==> config.mk <==
export PLATFORM = sky130hd
export DESIGN_NAME = me_ctu_scheduler_flat
export DESIGN_NICKNAME = d
export VERILOG_FILES = /design/src/rtl/me_pkg.sv /design/src/rtl/me_ctu_scheduler_if.sv /design/src/rtl/me_ctu_raster_cnt.sv /design/src/rtl/me_ctu_scheduler.sv /design/src/flat_wrapper.sv
export SDC_FILE = /design/constraint.sdc
export NUM_CORES = 1
export LEC_CHECK = 0
export CAP_MARGIN = 10
export CORE_UTILIZATION = 30
export DETAILED_ROUTE_END_ITERATION = 7
export GPL_TIMING_DRIVEN = 0
export PLACE_DENSITY = 0.47
export SLEW_MARGIN = 0
export SYNTH_ARGS = -nofsm -noshare
export SYNTH_HDL_FRONTEND = slang
export SYNTH_SLANG_ARGS = --single-unit
export TNS_END_PERCENT = 10
==> constraint.sdc <==
create_clock -name clk -period 2.95 [get_ports clk]
set_input_delay 0.4425 -clock clk [delete_from_list [all_inputs] [get_ports clk]]
set_output_delay 0.4425 -clock clk [all_outputs]
set_load 0.005 [all_outputs]
==> src/rtl/me_pkg.sv <==
// Shared types and defaults for the integer ME CTU scheduler.
package me_pkg;

  localparam int unsigned DONE_COL_DEF    = 31;
  localparam int unsigned TIMEOUT_CYC_DEF = 4096;
  localparam int unsigned CTU_W_DEF       = 8;
  localparam int unsigned SCC_W           = 5;

  typedef enum logic [2:0] {
    IDLE  = 3'd0,
    REQ   = 3'd1,
    START = 3'd2,
    ARM   = 3'd3,
    RUN   = 3'd4,
    NEXT  = 3'd5
  } me_sched_state_t;

endpackage

==> src/rtl/me_ctu_scheduler_if.sv <==
// Frame-control, loader and PE_array_ctrl handshake bundle for the CTU scheduler.
interface me_ctu_scheduler_if #(
  parameter int unsigned CTU_W = me_pkg::CTU_W_DEF
) ();

  logic                       frame_start;
  logic [CTU_W-1:0]           frame_w_ctu;
  logic [CTU_W-1:0]           frame_h_ctu;
  logic                       ref_load_req;
  logic                       ref_load_ack;
  logic                       begin_prepare;
  logic [me_pkg::SCC_W-1:0]   search_column_count;
  logic [CTU_W-1:0]           ctu_x;
  logic [CTU_W-1:0]           ctu_y;
  logic                       ctu_done;
  logic                       frame_done;
  logic                       busy;
  logic                       err_timeout;

  // Scheduler side
  modport slave (
    input  frame_start, frame_w_ctu, frame_h_ctu, ref_load_ack, search_column_count,
    output ref_load_req, begin_prepare, ctu_x, ctu_y, ctu_done, frame_done, busy, err_timeout
  );

  // Frame control / loader / PE side
  modport master (
    output frame_start, frame_w_ctu, frame_h_ctu, ref_load_ack, search_column_count,
    input  ref_load_req, begin_prepare, ctu_x, ctu_y, ctu_done, frame_done, busy, err_timeout
  );

endinterface

==> src/rtl/me_ctu_raster_cnt.sv <==
// Raster-order CTU position counter with a last-CTU flag.
module me_ctu_raster_cnt #(
  parameter int unsigned CTU_W = me_pkg::CTU_W_DEF
) (
  input  logic             clk,
  input  logic             rst_n,
  input  logic             clear_i,
  input  logic             advance_i,
  input  logic [CTU_W-1:0] w_last_i,
  input  logic [CTU_W-1:0] h_last_i,
  output logic [CTU_W-1:0] x_o,
  output logic [CTU_W-1:0] y_o,
  output logic             last_c_o
);

  logic [CTU_W-1:0] x_q, x_d;
  logic [CTU_W-1:0] y_q, y_d;

  always_comb begin
    x_d = x_q;
    y_d = y_q;
    if (clear_i) begin
      x_d = '0;
      y_d = '0;
    end else if (advance_i) begin
      if (x_q < w_last_i) begin
        x_d = x_q + CTU_W'(1);
      end else if (y_q < h_last_i) begin
        x_d = '0;
        y_d = y_q + CTU_W'(1);
      end
    end
  end

  always_ff @(posedge clk or negedge rst_n) begin
    if (!rst_n) begin
      x_q <= '0;
      y_q <= '0;
    end else begin
      x_q <= x_d;
      y_q <= y_d;
    end
  end

  assign x_o      = x_q;
  assign y_o      = y_q;
  assign last_c_o = (x_q >= w_last_i) && (y_q >= h_last_i);

endmodule

==> src/rtl/me_ctu_scheduler.sv <==
// Frame-level CTU sequencer: window request, PE kick-off, completion/timeout tracking.
module me_ctu_scheduler
  import me_pkg::*;
#(
  parameter int unsigned DONE_COL    = DONE_COL_DEF,
  parameter int unsigned TIMEOUT_CYC = TIMEOUT_CYC_DEF,
  parameter int unsigned CTU_W       = CTU_W_DEF
) (
  input logic               clk,
  input logic               rst_n,
  me_ctu_scheduler_if.slave bus
);

  localparam int unsigned     WD_W     = (TIMEOUT_CYC > 2) ? $clog2(TIMEOUT_CYC) : 1;
  localparam logic [WD_W-1:0] WD_LAST  = WD_W'(TIMEOUT_CYC - 1);
  localparam logic [SCC_W-1:0] DONE_VAL = SCC_W'(DONE_COL);

  me_sched_state_t  state_q, state_d;
  logic [WD_W-1:0]  wd_q, wd_d;
  logic [CTU_W-1:0] w_last_q, w_last_d;
  logic [CTU_W-1:0] h_last_q, h_last_d;
  logic             req_q, req_d;
  logic             bp_q, bp_d;
  logic             ctu_done_q, ctu_done_d;
  logic             frame_done_q, frame_done_d;
  logic             busy_q, busy_d;
  logic             err_q, err_d;
  logic             cnt_clear_c, cnt_adv_c, last_ctu_c, scc_done_c;
  logic [CTU_W-1:0] ctu_x, ctu_y;
  logic [WD_W-1:0]  wd_inc_c;

  // A zero dimension is treated as one CTU, so the last index is zero.
  function automatic logic [CTU_W-1:0] dim_last(input logic [CTU_W-1:0] d);
    return (d == '0) ? '0 : d - CTU_W'(1);
  endfunction

  assign scc_done_c = (bus.search_column_count == DONE_VAL);
  assign wd_inc_c   = (wd_q == '1) ? wd_q : wd_q + WD_W'(1);

  me_ctu_raster_cnt #(.CTU_W(CTU_W)) u_raster (
    .clk       (clk),
    .rst_n     (rst_n),
    .clear_i   (cnt_clear_c),
    .advance_i (cnt_adv_c),
    .w_last_i  (w_last_q),
    .h_last_i  (h_last_q),
    .x_o       (ctu_x),
    .y_o       (ctu_y),
    .last_c_o  (last_ctu_c)
  );

  always_comb begin
    state_d      = state_q;
    wd_d         = wd_q;
    w_last_d     = w_last_q;
    h_last_d     = h_last_q;
    err_d        = err_q;
    ctu_done_d   = 1'b0;
    frame_done_d = 1'b0;
    cnt_clear_c  = 1'b0;
    cnt_adv_c    = 1'b0;
    unique case (state_q)
      IDLE: begin
        if (bus.frame_start) begin
          w_last_d    = dim_last(bus.frame_w_ctu);
          h_last_d    = dim_last(bus.frame_h_ctu);
          cnt_clear_c = 1'b1;
          err_d       = 1'b0;
          state_d     = REQ;
        end
      end
      REQ: begin
        if (bus.ref_load_ack) state_d = START;
      end
      START: begin
        wd_d    = '0;
        state_d = ARM;
      end
      // Skip a terminal column count left over from the previous CTU.
      ARM: begin
        wd_d = wd_inc_c;
        if (!scc_done_c) state_d = RUN;
      end
      RUN: begin
        if (scc_done_c) begin
          ctu_done_d = 1'b1;
          state_d    = NEXT;
        end else if (wd_q == WD_LAST) begin
          err_d   = 1'b1;
          state_d = IDLE;
        end else begin
          wd_d = wd_inc_c;
        end
      end
      NEXT: begin
        if (last_ctu_c) begin
          frame_done_d = 1'b1;
          state_d      = IDLE;
        end else begin
          cnt_adv_c = 1'b1;
          state_d   = REQ;
        end
      end
      default: state_d = IDLE;
    endcase
    req_d  = (state_d == REQ);
    bp_d   = (state_d == START);
    busy_d = (state_d != IDLE);
  end

  always_ff @(posedge clk or negedge rst_n) begin
    if (!rst_n) begin
      state_q      <= IDLE;
      wd_q         <= '0;
      w_last_q     <= '0;
      h_last_q     <= '0;
      req_q        <= 1'b0;
      bp_q         <= 1'b0;
      ctu_done_q   <= 1'b0;
      frame_done_q <= 1'b0;
      busy_q       <= 1'b0;
      err_q        <= 1'b0;
    end else begin
      state_q      <= state_d;
      wd_q         <= wd_d;
      w_last_q     <= w_last_d;
      h_last_q     <= h_last_d;
      req_q        <= req_d;
      bp_q         <= bp_d;
      ctu_done_q   <= ctu_done_d;
      frame_done_q <= frame_done_d;
      busy_q       <= busy_d;
      err_q        <= err_d;
    end
  end

  assign bus.ref_load_req  = req_q;
  assign bus.begin_prepare = bp_q;
  assign bus.ctu_x         = ctu_x;
  assign bus.ctu_y         = ctu_y;
  assign bus.ctu_done      = ctu_done_q;
  assign bus.frame_done    = frame_done_q;
  assign bus.busy          = busy_q;
  assign bus.err_timeout   = err_q;

endmodule

==> src/flat_wrapper.sv <==
// flat-port wrapper written by rule: the top's interface ports become plain ports
module me_ctu_scheduler_flat import me_pkg::*;
#(
  parameter int unsigned DONE_COL    = DONE_COL_DEF,
  parameter int unsigned TIMEOUT_CYC = TIMEOUT_CYC_DEF,
  parameter int unsigned CTU_W       = CTU_W_DEF
)
  (clk, rst_n, bus_frame_start, bus_frame_w_ctu, bus_frame_h_ctu, bus_ref_load_ack, bus_search_column_count, bus_ref_load_req, bus_begin_prepare, bus_ctu_x, bus_ctu_y, bus_ctu_done, bus_frame_done, bus_busy, bus_err_timeout);
  me_ctu_scheduler_if #(.CTU_W(CTU_W)) bus_i ();
  input logic clk;
  input logic rst_n;
  input wire logic [$bits(bus_i.frame_start)-1:0] bus_frame_start;
  input wire logic [$bits(bus_i.frame_w_ctu)-1:0] bus_frame_w_ctu;
  input wire logic [$bits(bus_i.frame_h_ctu)-1:0] bus_frame_h_ctu;
  input wire logic [$bits(bus_i.ref_load_ack)-1:0] bus_ref_load_ack;
  input wire logic [$bits(bus_i.search_column_count)-1:0] bus_search_column_count;
  output wire logic [$bits(bus_i.ref_load_req)-1:0] bus_ref_load_req;
  output wire logic [$bits(bus_i.begin_prepare)-1:0] bus_begin_prepare;
  output wire logic [$bits(bus_i.ctu_x)-1:0] bus_ctu_x;
  output wire logic [$bits(bus_i.ctu_y)-1:0] bus_ctu_y;
  output wire logic [$bits(bus_i.ctu_done)-1:0] bus_ctu_done;
  output wire logic [$bits(bus_i.frame_done)-1:0] bus_frame_done;
  output wire logic [$bits(bus_i.busy)-1:0] bus_busy;
  output wire logic [$bits(bus_i.err_timeout)-1:0] bus_err_timeout;
  assign bus_i.frame_start = bus_frame_start;
  assign bus_i.frame_w_ctu = bus_frame_w_ctu;
  assign bus_i.frame_h_ctu = bus_frame_h_ctu;
  assign bus_i.ref_load_ack = bus_ref_load_ack;
  assign bus_i.search_column_count = bus_search_column_count;
  assign bus_ref_load_req = bus_i.ref_load_req;
  assign bus_begin_prepare = bus_i.begin_prepare;
  assign bus_ctu_x = bus_i.ctu_x;
  assign bus_ctu_y = bus_i.ctu_y;
  assign bus_ctu_done = bus_i.ctu_done;
  assign bus_frame_done = bus_i.frame_done;
  assign bus_busy = bus_i.busy;
  assign bus_err_timeout = bus_i.err_timeout;
  me_ctu_scheduler #(.DONE_COL(DONE_COL), .TIMEOUT_CYC(TIMEOUT_CYC), .CTU_W(CTU_W)) u_core (.clk(clk), .rst_n(rst_n), .bus(bus_i));
endmodule
==> results.py, run 1 <==
metrics = {
    "run_status": {
        "status": "completed",
    },
    "floorplan": {
        "start_util_pct": 30.90,
        "die_x_um": 104.9,
        "die_area_um2": 11000,
        "core_area_um2": 10280,
        "row_count": 37,
        "num_io_pins": 47,
        "die_y_um": 104.9,
    },
    "cts": {
        "ctsHtreeMaxLevel": 2,
        "cts_buffers": 5,
        "clock_path_buffers": 2,
        "cts_root_buf": "clkbuf_8",
        "cts_tree": "yes",
        "cts_resized": 0,
        "post-cts-setup-buffers": 0,
        "clkLatencyLatePin_ps": 300,
        "cts_hold_buf": 0,
        "clkTransAtPathRegs_ps": 100,
        "clock-sinks": 53,
    },
    "sta": {
        "fmax_mhz": 403.9,
        "rsz0062_at_grt": "false",
        "setup_viol": 0,
        "hold_viol": 0,
        "fin_skew_ps": 9.155,
        "final.period_utilization_pct": 83.93,
        "setup_tns_ps": 0,
        "drv_slew": 0,
        "fin_crit_ps": 2476,
        "slew_headroom_pct": 56.66,
        "tightest_slew_ps": 647.8,
    },
    "setup_path": {
        "crit_type": "register to register",
        "worst_ep_arrival_time_ps": 2640,
        "worstSetupStartpointType": "register",
        "worstPathRequired_ps": 3110,
        "r2r_cells": 7,
        "cp-end-kind": "register",
        "path_max_fanout": 10,
    },
    "cells_and_area": {
        "area_delta_synth_final_pct": 23.05,
        "n_fill_cell": 1065,
        "drive_gt1_share_pct": 7.614,
        "diodes": 0,
        "fin_cells": 530,
        "final_util_pct": 38.02,
        "nets": 440,
    },
    "grt": {
        "grt_pass1_vias": 2609,
        "grt_max_degree": 30,
        "gr-total-overflow": 0,
        "track_usage_pct": 14.22,
        "antenna_found_initial": 0,
        "grt_pass1_wl_um": 12720,
    },
    "routing": {
        "wire_per_inst_um": 13.73,
        "vias": 2644,
        "drc": 0,
        "drt-total-wl_um": 7278,
        "vias_per_cell": 4.989,
        "dr.pass1.iters": 4,
        "antenna_left": 0,
        "drt-initial-drc-count": 121,
    },
    "yosys": {
        "syn-num-nets": 386,
        "yosysTopAreaCellShare_pct": 41.77,
        "netlist_top_cells_count": "53 x dfrtp_1, 25 x inv_1, 25 x nor2_1, 24 x nand2_1, 22 x a21oi_1",
        "avgSynthCellArea_um2": 9.340,
        "ys.flop_type": "dfrtp_1",
        "yosys-top-cells-area": "dfrtp_1 42%, ha_1 8.3%, xnor2_1 4.4%",
        "async_flop_share_pct": 100.0,
        "ys_types": 51,
        "synth-seq-cells": 53,
        "synthCells": 340,
        "yosys.cell_count.top_type": "dfrtp_1",
        "synth-edff-count": 0,
        "synthesis.area_um2": 3176,
        "yosys.area.top_type": "dfrtp_1",
        "yosysWarnings": 0,
        "ys_seq_area_share_pct": 41.77,
    },
    "placed_design": {
        "gp_congestion": 0.7641,
        "io_buffers": 46,
        "dp_cells": 523,
        "place.detailed.hpwl_um": 5509,
    },
    "run": {
        "max_cap_viol_count": 0,
    },
    "min_path": {
        "holdCritPathClass": "input port to asynchronous set/reset pin",
    },
    "pwr": {
        "p_leak_nw": 1.627,
        "ir_drop_mv": 0.2050,
        "power.density_nw_per_um2": 664.3,
    },
}
==> registers in the layout, summed over array words and instances, names as in the netlist <==
| name | cells |
|---|---|
| u_core.bus.err_timeout | 1 |
| u_core.bus.busy | 1 |
| u_core.state_q | 3 |
| u_core.bus.frame_done | 1 |
| u_core.u_raster.x_o | 8 |
| u_core.bus.begin_prepare | 1 |
| u_core.w_last_q | 8 |
| u_core.bus.ctu_done | 1 |
| u_core.h_last_q | 8 |
| u_core.wd_q | 12 |
| u_core.bus.ref_load_req | 1 |
| u_core.u_raster.y_o | 8 |
==> stage by stage <==
step / power [mW] / cell area, um^2 / setup slack [ps] / hold WS, ps
global placement: 2.187 / 3806 / -366.2 / 466.5
finish: 2.596 / 3908 / 474.0 / 136.6
detailed placement: 2.208 / 3821 / 458.4 / 471.8
floorplan: 1.821 / 3176 / 873.5 / 146.9
global route: 2.832 / 3908 / 273.3 / 185.9
CTS: 2.643 / 3908 / 446.4 / 162.4
==> routing by layer <==
metal	GRT usage (%)	part of all wire [%]	vias to the layer above
li1	-	-	1332
met4	3.823	0.99	0
met3	2.183	3.7	4
met5	0	0	-
met1	18.27	48	1241
met2	24.74	47	67
==> report_power, final <==
part           leakage, nW  total (mW)  switching [mW]  internal [mW]
registers            0.701        1.01          0.0998          0.909
logic                0.882        1.17           0.676          0.489
clock network       0.0443       0.422           0.235          0.187
total                 1.63        2.60            1.01           1.59
==> final cells by class <==
class | instances | area (um^2) | share of cell area, %
Buffer | 9 | 53.80 | 1.377
Clock buffer | 7 | 86.33 | 2.209
Inverter | 25 | 93.84 | 2.402
Multi-Input combinational cell | 253 | 1702 | 43.55
Sequential cell | 53 | 1326 | 33.94
Tap cell | 136 | 170.2 | 4.355
Timing Repair Buffer | 47 | 475.5 | 12.17
==> placed cells by master, fill, tap and decap left out, types with 5 or more instances in the layout <==
cell type,synthesis,final
inv_1,25,25
clkbuf_8,0,6
xnor2_1,16,16
or4_1,5,5
clkbuf_1,5,6
or3_1,5,5
nor3_1,12,12
nor2b_1,8,8
o22ai_1,10,10
and3_1,9,9
a21oi_1,22,22
nor2_1,25,25
nand4_1,7,7
ha_1,21,21
o21ai_0,17,17
a31oi_1,6,6
clkdlybuf4s50_1,0,45
nand2_1,24,24
dfrtp_1,53,53
nand3_1,12,12
==> worst max-delay path, stage by stage (launching register included) <==
cell	delay [ps]
dfrtp_1	440
ha_1	340
nand2_1	70
o21ai_2	410
nor2_1	120
a22o_1	280
nor4_1	530
nand4_1	150
==> cell families after synthesis <==
| kind of cell | synth area share [%] |
|---|---|
| adders and majority gates | 8.274 |
| muxes | 1.261 |
| xor gates and xnor gates | 4.689 |
| DFF | 41.77 |
| AOI/OAI and AO/OA | 16.31 |
| buffers and inverters | 4.649 |
| and+or+nand+nor | 23.05 |
==> path summary, 6_finish.rpt <==
kind | from | end | slack [ps]
max reg2reg | u_core.u_raster.x_o[7] | u_core.bus.busy | 470
max | u_core.u_raster.x_o[7] | u_core.bus.busy | 470
max in group asynchronous | rst_n | u_core.w_last_q[0] | 2240
min in group clk | u_core.w_last_q[6] | u_core.w_last_q[6] | 480
min | rst_n | u_core.wd_q[4] | 140
min reg2reg | u_core.w_last_q[6] | u_core.w_last_q[6] | 480
No activity file was read; power rests on OpenSTA's default activity.
==> inputs of run 2 (changes only) <==
clock period = 2.3 ns   (was 2.95 ns; I/O delays follow)
==> run 2 against run 1 <==
Count of clock-buffer cells in the layout is the same. Register-to-register slack lost 390 ps. Final area grew 3.6%. Critical endpoint is now u_core.u_raster.y_o[5].
==> results.py, run 2 (synthesis gave the netlist of run 1 again) <==
metrics = {
    "grt": {
        "grt_max_degree": 30,
        "track_usage_pct": 14.22,
        "grt_pass1_wl_um": 12720,
        "grt_pass1_vias": 2606,
        "antenna_found_initial": 0,
        "grt-busiest-layer": "met2",
        "grt_use_met1_pct": 18.27,
        "grt_use_met2_pct": 24.74,
        "gr-total-overflow": 0,
        "grt.met3_usage_pct": 2.183,
    },
    "routing": {
        "drt-total-wl_um": 7352,
        "dr.pass1.iters": 6,
        "wire_per_inst_um": 13.72,
        "vias": 2670,
        "drt-initial-drc-count": 133,
        "antenna_left": 0,
        "drc": 0,
        "vias_per_cell": 4.981,
    },
    "floorplan": {
        "die_area_um2": 11000,
        "core_area_um2": 10280,
        "num_io_pins": 47,
        "die_y_um": 104.9,
        "die_x_um": 104.9,
        "row_count": 37,
        "start_util_pct": 30.90,
    },
    "cells_and_area": {
        "drive_gt1_share_pct": 12.25,
        "final_cell_mix": "51 x dfrtp_1, 45 x clkdlybuf4s50_1, 25 x inv_1, 24 x nor2_1, 24 x nand2_1",
        "nets": 446,
        "diodes": 0,
        "largest_reg_flops": 12,
        "largest-register": "u_core.wd_q",
        "area_delta_synth_final_pct": 27.42,
        "fin_cells": 536,
        "n_fill_cell": 1055,
        "final_common_cell": "dfrtp_1",
    },
    "sta": {
        "hold_viol": 0,
        "rsz0062_at_grt": "true",
        "fin_crit_ps": 2218,
        "setup_viol": 0,
        "drv_slew": 0,
        "fin_skew_ps": 7.761,
        "tightest_slew_ps": 647.8,
        "final.period_utilization_pct": 96.44,
        "fmax_mhz": 450.8,
        "slew_headroom_pct": 56.66,
    },
    "pwr": {
        "seqPwrFrac_pct": 37.4,
        "ir_drop_mv": 0.2845,
        "combPwrFrac_pct": 47.1,
        "total_power_mw": 3.464,
        "netSwitchingPower_mw": 1.342,
        "p_int_mw": 2.122,
        "power.density_nw_per_um2": 856.1,
        "clock_power_share_pct": 15.6,
        "p_leak_nw": 1.672,
        "switching_share_pct": 38.75,
    },
    "setup_path": {
        "crit_chain": "ha_1 > nor2b_1 > o211ai_2 > a31o_2 > a22oi_2 > or4_1 > a21oi_1",
        "max_stage_delay_ps": 520,
        "crit_type": "register to register",
        "worstSetupStartpointType": "register",
        "worst_ep_arrival_time_ps": 2440,
        "slowest_stage": "or4_1",
        "worstPathRequired_ps": 2520,
        "path_buf_inv": 0,
        "cp_top_family": "compound AO/OA/AOI/OAI gates",
        "cp-end-kind": "register",
        "path_max_fanout": 7,
    },
    "run": {
        "max_cap_viol_count": 0,
    },
    "cts": {
        "cts_tree": "yes",
        "clock-sinks": 53,
        "cts_root_buf": "clkbuf_8",
        "cts_buffers": 5,
        "clkLatencyLatePin_ps": 300,
        "clock_path_buffers": 2,
        "clkTransAtPathRegs_ps": 100,
        "ctsHtreeMaxLevel": 2,
    },
    "placed_design": {
        "dp_cells": 523,
        "gp_congestion": 0.7641,
        "io_buffers": 46,
        "place.detailed.hpwl_um": 5509,
    },
    "run_status": {
        "status": "completed",
    },
    "min_path": {
        "holdCritPathClass": "input port to asynchronous set/reset pin",
    },
}
[run 2: worst register-to-register path, cell delays in order, from the launching register on]
cell and delay (ps):
dfrtp_1 430, ha_1 320, nor2b_1 140, o211ai_2 200, a31o_2 240, a22oi_2 130
or4_1 520, a21oi_1 160
[run 2: layout make-up]
type / instances / area (um^2) / share of cell area [%]
Buffer: 9 / 65.06 / 1.608
Clock buffer: 7 / 86.33 / 2.134
Inverter: 25 / 93.84 / 2.319
Multi-Input combinational cell: 253 / 1782 / 44.03
Sequential cell: 53 / 1329 / 32.84
Tap cell: 136 / 170.2 / 4.205
Timing Repair Buffer: 53 / 520.5 / 12.86
[run 2: routing by layer]
metal  vias up  part of all wire [%]
met4         0                  0.95
met2        63                    48
met5         -                     0
li1       1347                     -
met3         4                   3.5
met1      1256                    47
[run 2: power by group through the flow]
stage | sequential, mW | combinational [mW] | clock (mW)
after floorplan | 1.29 | 1.04 | 0
after global placement | 1.31 | 1.49 | 0
after detailed placement | 1.32 | 1.52 | 0
after CTS | 1.30 | 1.55 | 0.570
after global routing | 1.33 | 1.85 | 0.600
final | 1.30 | 1.63 | 0.539
[run 2: per-stage QoR]
stage | area (um^2) | hold slack, ps | TNS [ps] | utilization [%] | setup slack [ps]
3_3_place_gp | 3806 | 466.5 | -50060 | 37.03 | -918.7
5_1_grt | 4046 | 88.33 | -71.19 | 39.37 | -48.78
4_1_cts | 3933 | 64.92 | 0 | 38.26 | 3.603
2_1_floorplan | 3176 | 49.41 | 0 | - | 223.5
3_5_place_dp | 3821 | 403.4 | -1870 | 37.18 | -184.8
6_report | 4046 | 40.71 | 0 | 39.37 | 81.94
[run 2: path summary, 6_finish.rpt]
path	from	endpoint	slack, ps	cells after the start
min in group clk	u_core.w_last_q[6]	u_core.w_last_q[6]	480	2
worst min register to register	u_core.w_last_q[6]	u_core.w_last_q[6]	480	2
max in group asynchronous	rst_n	u_core.u_raster.y_o[1]	1680	2
worst min-delay path	rst_n	u_core.wd_q[4]	40	1
worst max register to register	u_core.u_raster.x_o[1]	u_core.u_raster.y_o[5]	80	7
worst max-delay path	u_core.u_raster.x_o[1]	u_core.u_raster.y_o[5]	80	7
[run 2: what timing repair did]
action,in CTS,in global routing
endpoints found under the setup margin,16,31
cloned,0,0
buffers inserted,0,6
hold buffers,0,0
resized for setup,6,16
pin swaps,1,9
==> inputs of run 3 (changes only) <==
PLACE_DENSITY = 0.56   (was 0.47)
==> run 3 against run 2 <==
Non-clock buffer count up 2. Critical path depth unchanged. Combinational power about the same. Via count up 1.6%. Count of clock-buffer cells in the layout down 2. Maximum frequency down 2.0%. Worst setup slack worse by 45 ps. Total power down 0.85%. Critical endpoint is now u_core.u_raster.y_o[6]. Highest routed layer unchanged.
==> results.py, run 3 (synthesis gave the netlist of run 1 again) <==
metrics = {
    "setup_path": {
        "worstPathRequired_ps": 2540,
        "crit_chain": "ha_1 > nor2b_1 > o211ai_2 > a21oi_4 > o211ai_1 > or4_1 > a21oi_2",
        "worst_ep_arrival_time_ps": 2500,
        "worstSetupStartpointType": "register",
        "cp-end-kind": "register",
        "path_max_fanout": 7,
        "crit_type": "register to register",
        "max_stage_delay_ps": 480,
        "slowest_stage": "or4_1",
    },
    "cts": {
        "cts_root_buf": "clkbuf_8",
        "clock_path_buffers": 2,
        "clkTransAtPathRegs_ps": 90,
        "clkLatencyLatePin_ps": 310,
        "cts_tree": "yes",
        "ctsHtreeMaxLevel": 2,
        "clock-sinks": 53,
        "cts_buffers": 5,
    },
    "floorplan": {
        "die_y_um": 104.9,
        "row_count": 37,
        "core_area_um2": 10280,
        "die_area_um2": 11000,
        "die_x_um": 104.9,
        "start_util_pct": 30.90,
        "num_io_pins": 47,
    },
    "pwr": {
        "p_leak_nw": 1.682,
        "total_power_mw": 3.435,
        "power.density_nw_per_um2": 847.8,
        "ir_drop_mv": 0.3083,
    },
    "routing": {
        "drt-initial-drc-count": 168,
        "drt-total-wl_um": 7275,
        "antenna_left": 0,
        "dr.pass1.iters": 4,
        "vias": 2714,
        "drc": 0,
        "wire_per_inst_um": 13.55,
        "vias_per_cell": 5.054,
    },
    "sta": {
        "fin_crit_ps": 2263,
        "drv_slew": 0,
        "tightest_slew_ps": 664.7,
        "setup_tns_ps": 0,
        "rsz0062_at_grt": "true",
        "hold_viol": 0,
        "setup_viol": 0,
        "final.period_utilization_pct": 98.41,
        "fin_skew_ps": 11.01,
        "slew_headroom_pct": 55.52,
        "worst_hold_slack_ps": 483.5,
        "fmax_mhz": 441.8,
    },
    "cells_and_area": {
        "final_util_pct": 39.42,
        "drive_gt1_share_pct": 12.22,
        "final_common_cell": "dfrtp_1",
        "final_cell_mix": "51 x dfrtp_1, 45 x clkdlybuf4s50_1, 25 x inv_1, 24 x nor2_1, 24 x nand2_1",
        "area_delta_synth_final_pct": 27.58,
        "nets": 448,
        "largest_reg_flops": 12,
        "diodes": 0,
        "largest-register": "u_core.wd_q",
    },
    "grt": {
        "antenna_found_initial": 0,
        "grt_max_degree": 38,
        "grt_pass1_wl_um": 12390,
        "track_usage_pct": 13.91,
        "grt_pass1_vias": 2674,
        "gr-total-overflow": 0,
    },
    "min_path": {
        "holdCritPathClass": "input port to asynchronous set/reset pin",
    },
    "placed_design": {
        "place.detailed.hpwl_um": 5411,
        "gp_congestion": 0.8232,
        "io_buffers": 46,
    },
    "run_status": {
        "status": "completed",
    },
    "run": {
        "max_cap_viol_count": 0,
    },
}
[run 3: where the power goes]
group	internal [mW]	total [mW]	switching [mW]
combinational	0.716	1.64	0.928
clock	0.201	0.494	0.293
sequential	1.17	1.30	0.129
[run 3: repair_timing]
action | CTS | global route
hold buffers | 1 | 0
resized for setup | 7 | 13
pin swaps | 1 | 12
hold endpoints to repair | 16 | 0
setup buffers | 1 | 6
setup endpoints to repair | 16 | 19
[run 3: path summary, 6_finish.rpt]
check	from	end	slack [ps]	cells after the start
min in group clk	u_core.h_last_q[6]	u_core.h_last_q[6]	500	2
setup / recovery	u_core.u_raster.x_o[1]	u_core.u_raster.y_o[6]	40	7
hold reg to reg	u_core.h_last_q[6]	u_core.h_last_q[6]	500	2
hold / removal	rst_n	u_core.wd_q[8]	480	2
setup reg to reg	u_core.u_raster.x_o[1]	u_core.u_raster.y_o[6]	40	7
max in group asynchronous	rst_n	u_core.u_raster.y_o[0]	1270	3
[run 3: metrics by stage]
step	area (um^2)	cells	worst slack [ps]
after floorplan	3176	340	223.5
after global placement	3806	522	-805.9
after detailed placement	3821	523	-132.2
after CTS	3939	531	-6.823
after global routing	4051	537	-31.08
final	4051	537	36.58
[run 3: cell type report]
cell class | count | area, um^2
plain buffers | 9 | 65.06
multi-input cells | 253 | 1769
flip-flops and latches | 53 | 1329
inverters | 25 | 93.84
well taps | 136 | 170.2
repair buffers | 55 | 550.5
fillers | 1051 | 6226
clock inverters | 1 | 5.005
clock buffers | 5 | 68.82
[run 3: critical path, delay by kind of cell, from the launching register on]
family / cells / cell delay, ps
AO/OA/AOI/OAI: 4 / 830
adder cells (fa/ha/maj): 1 / 300
flip-flops: 1 / 420
AND/OR/NAND/NOR: 2 / 640
[run 3: routing by layer]
layer	part of all wire (%)	vias to the layer above	wire length, um	track usage, %
met5	0	-	0	0
met4	1.1	0	78	4.427
met3	4.6	8	336	2.745
met2	48	66	3474	23.70
met1	47	1282	3385	17.63
li1	-	1358	-	-
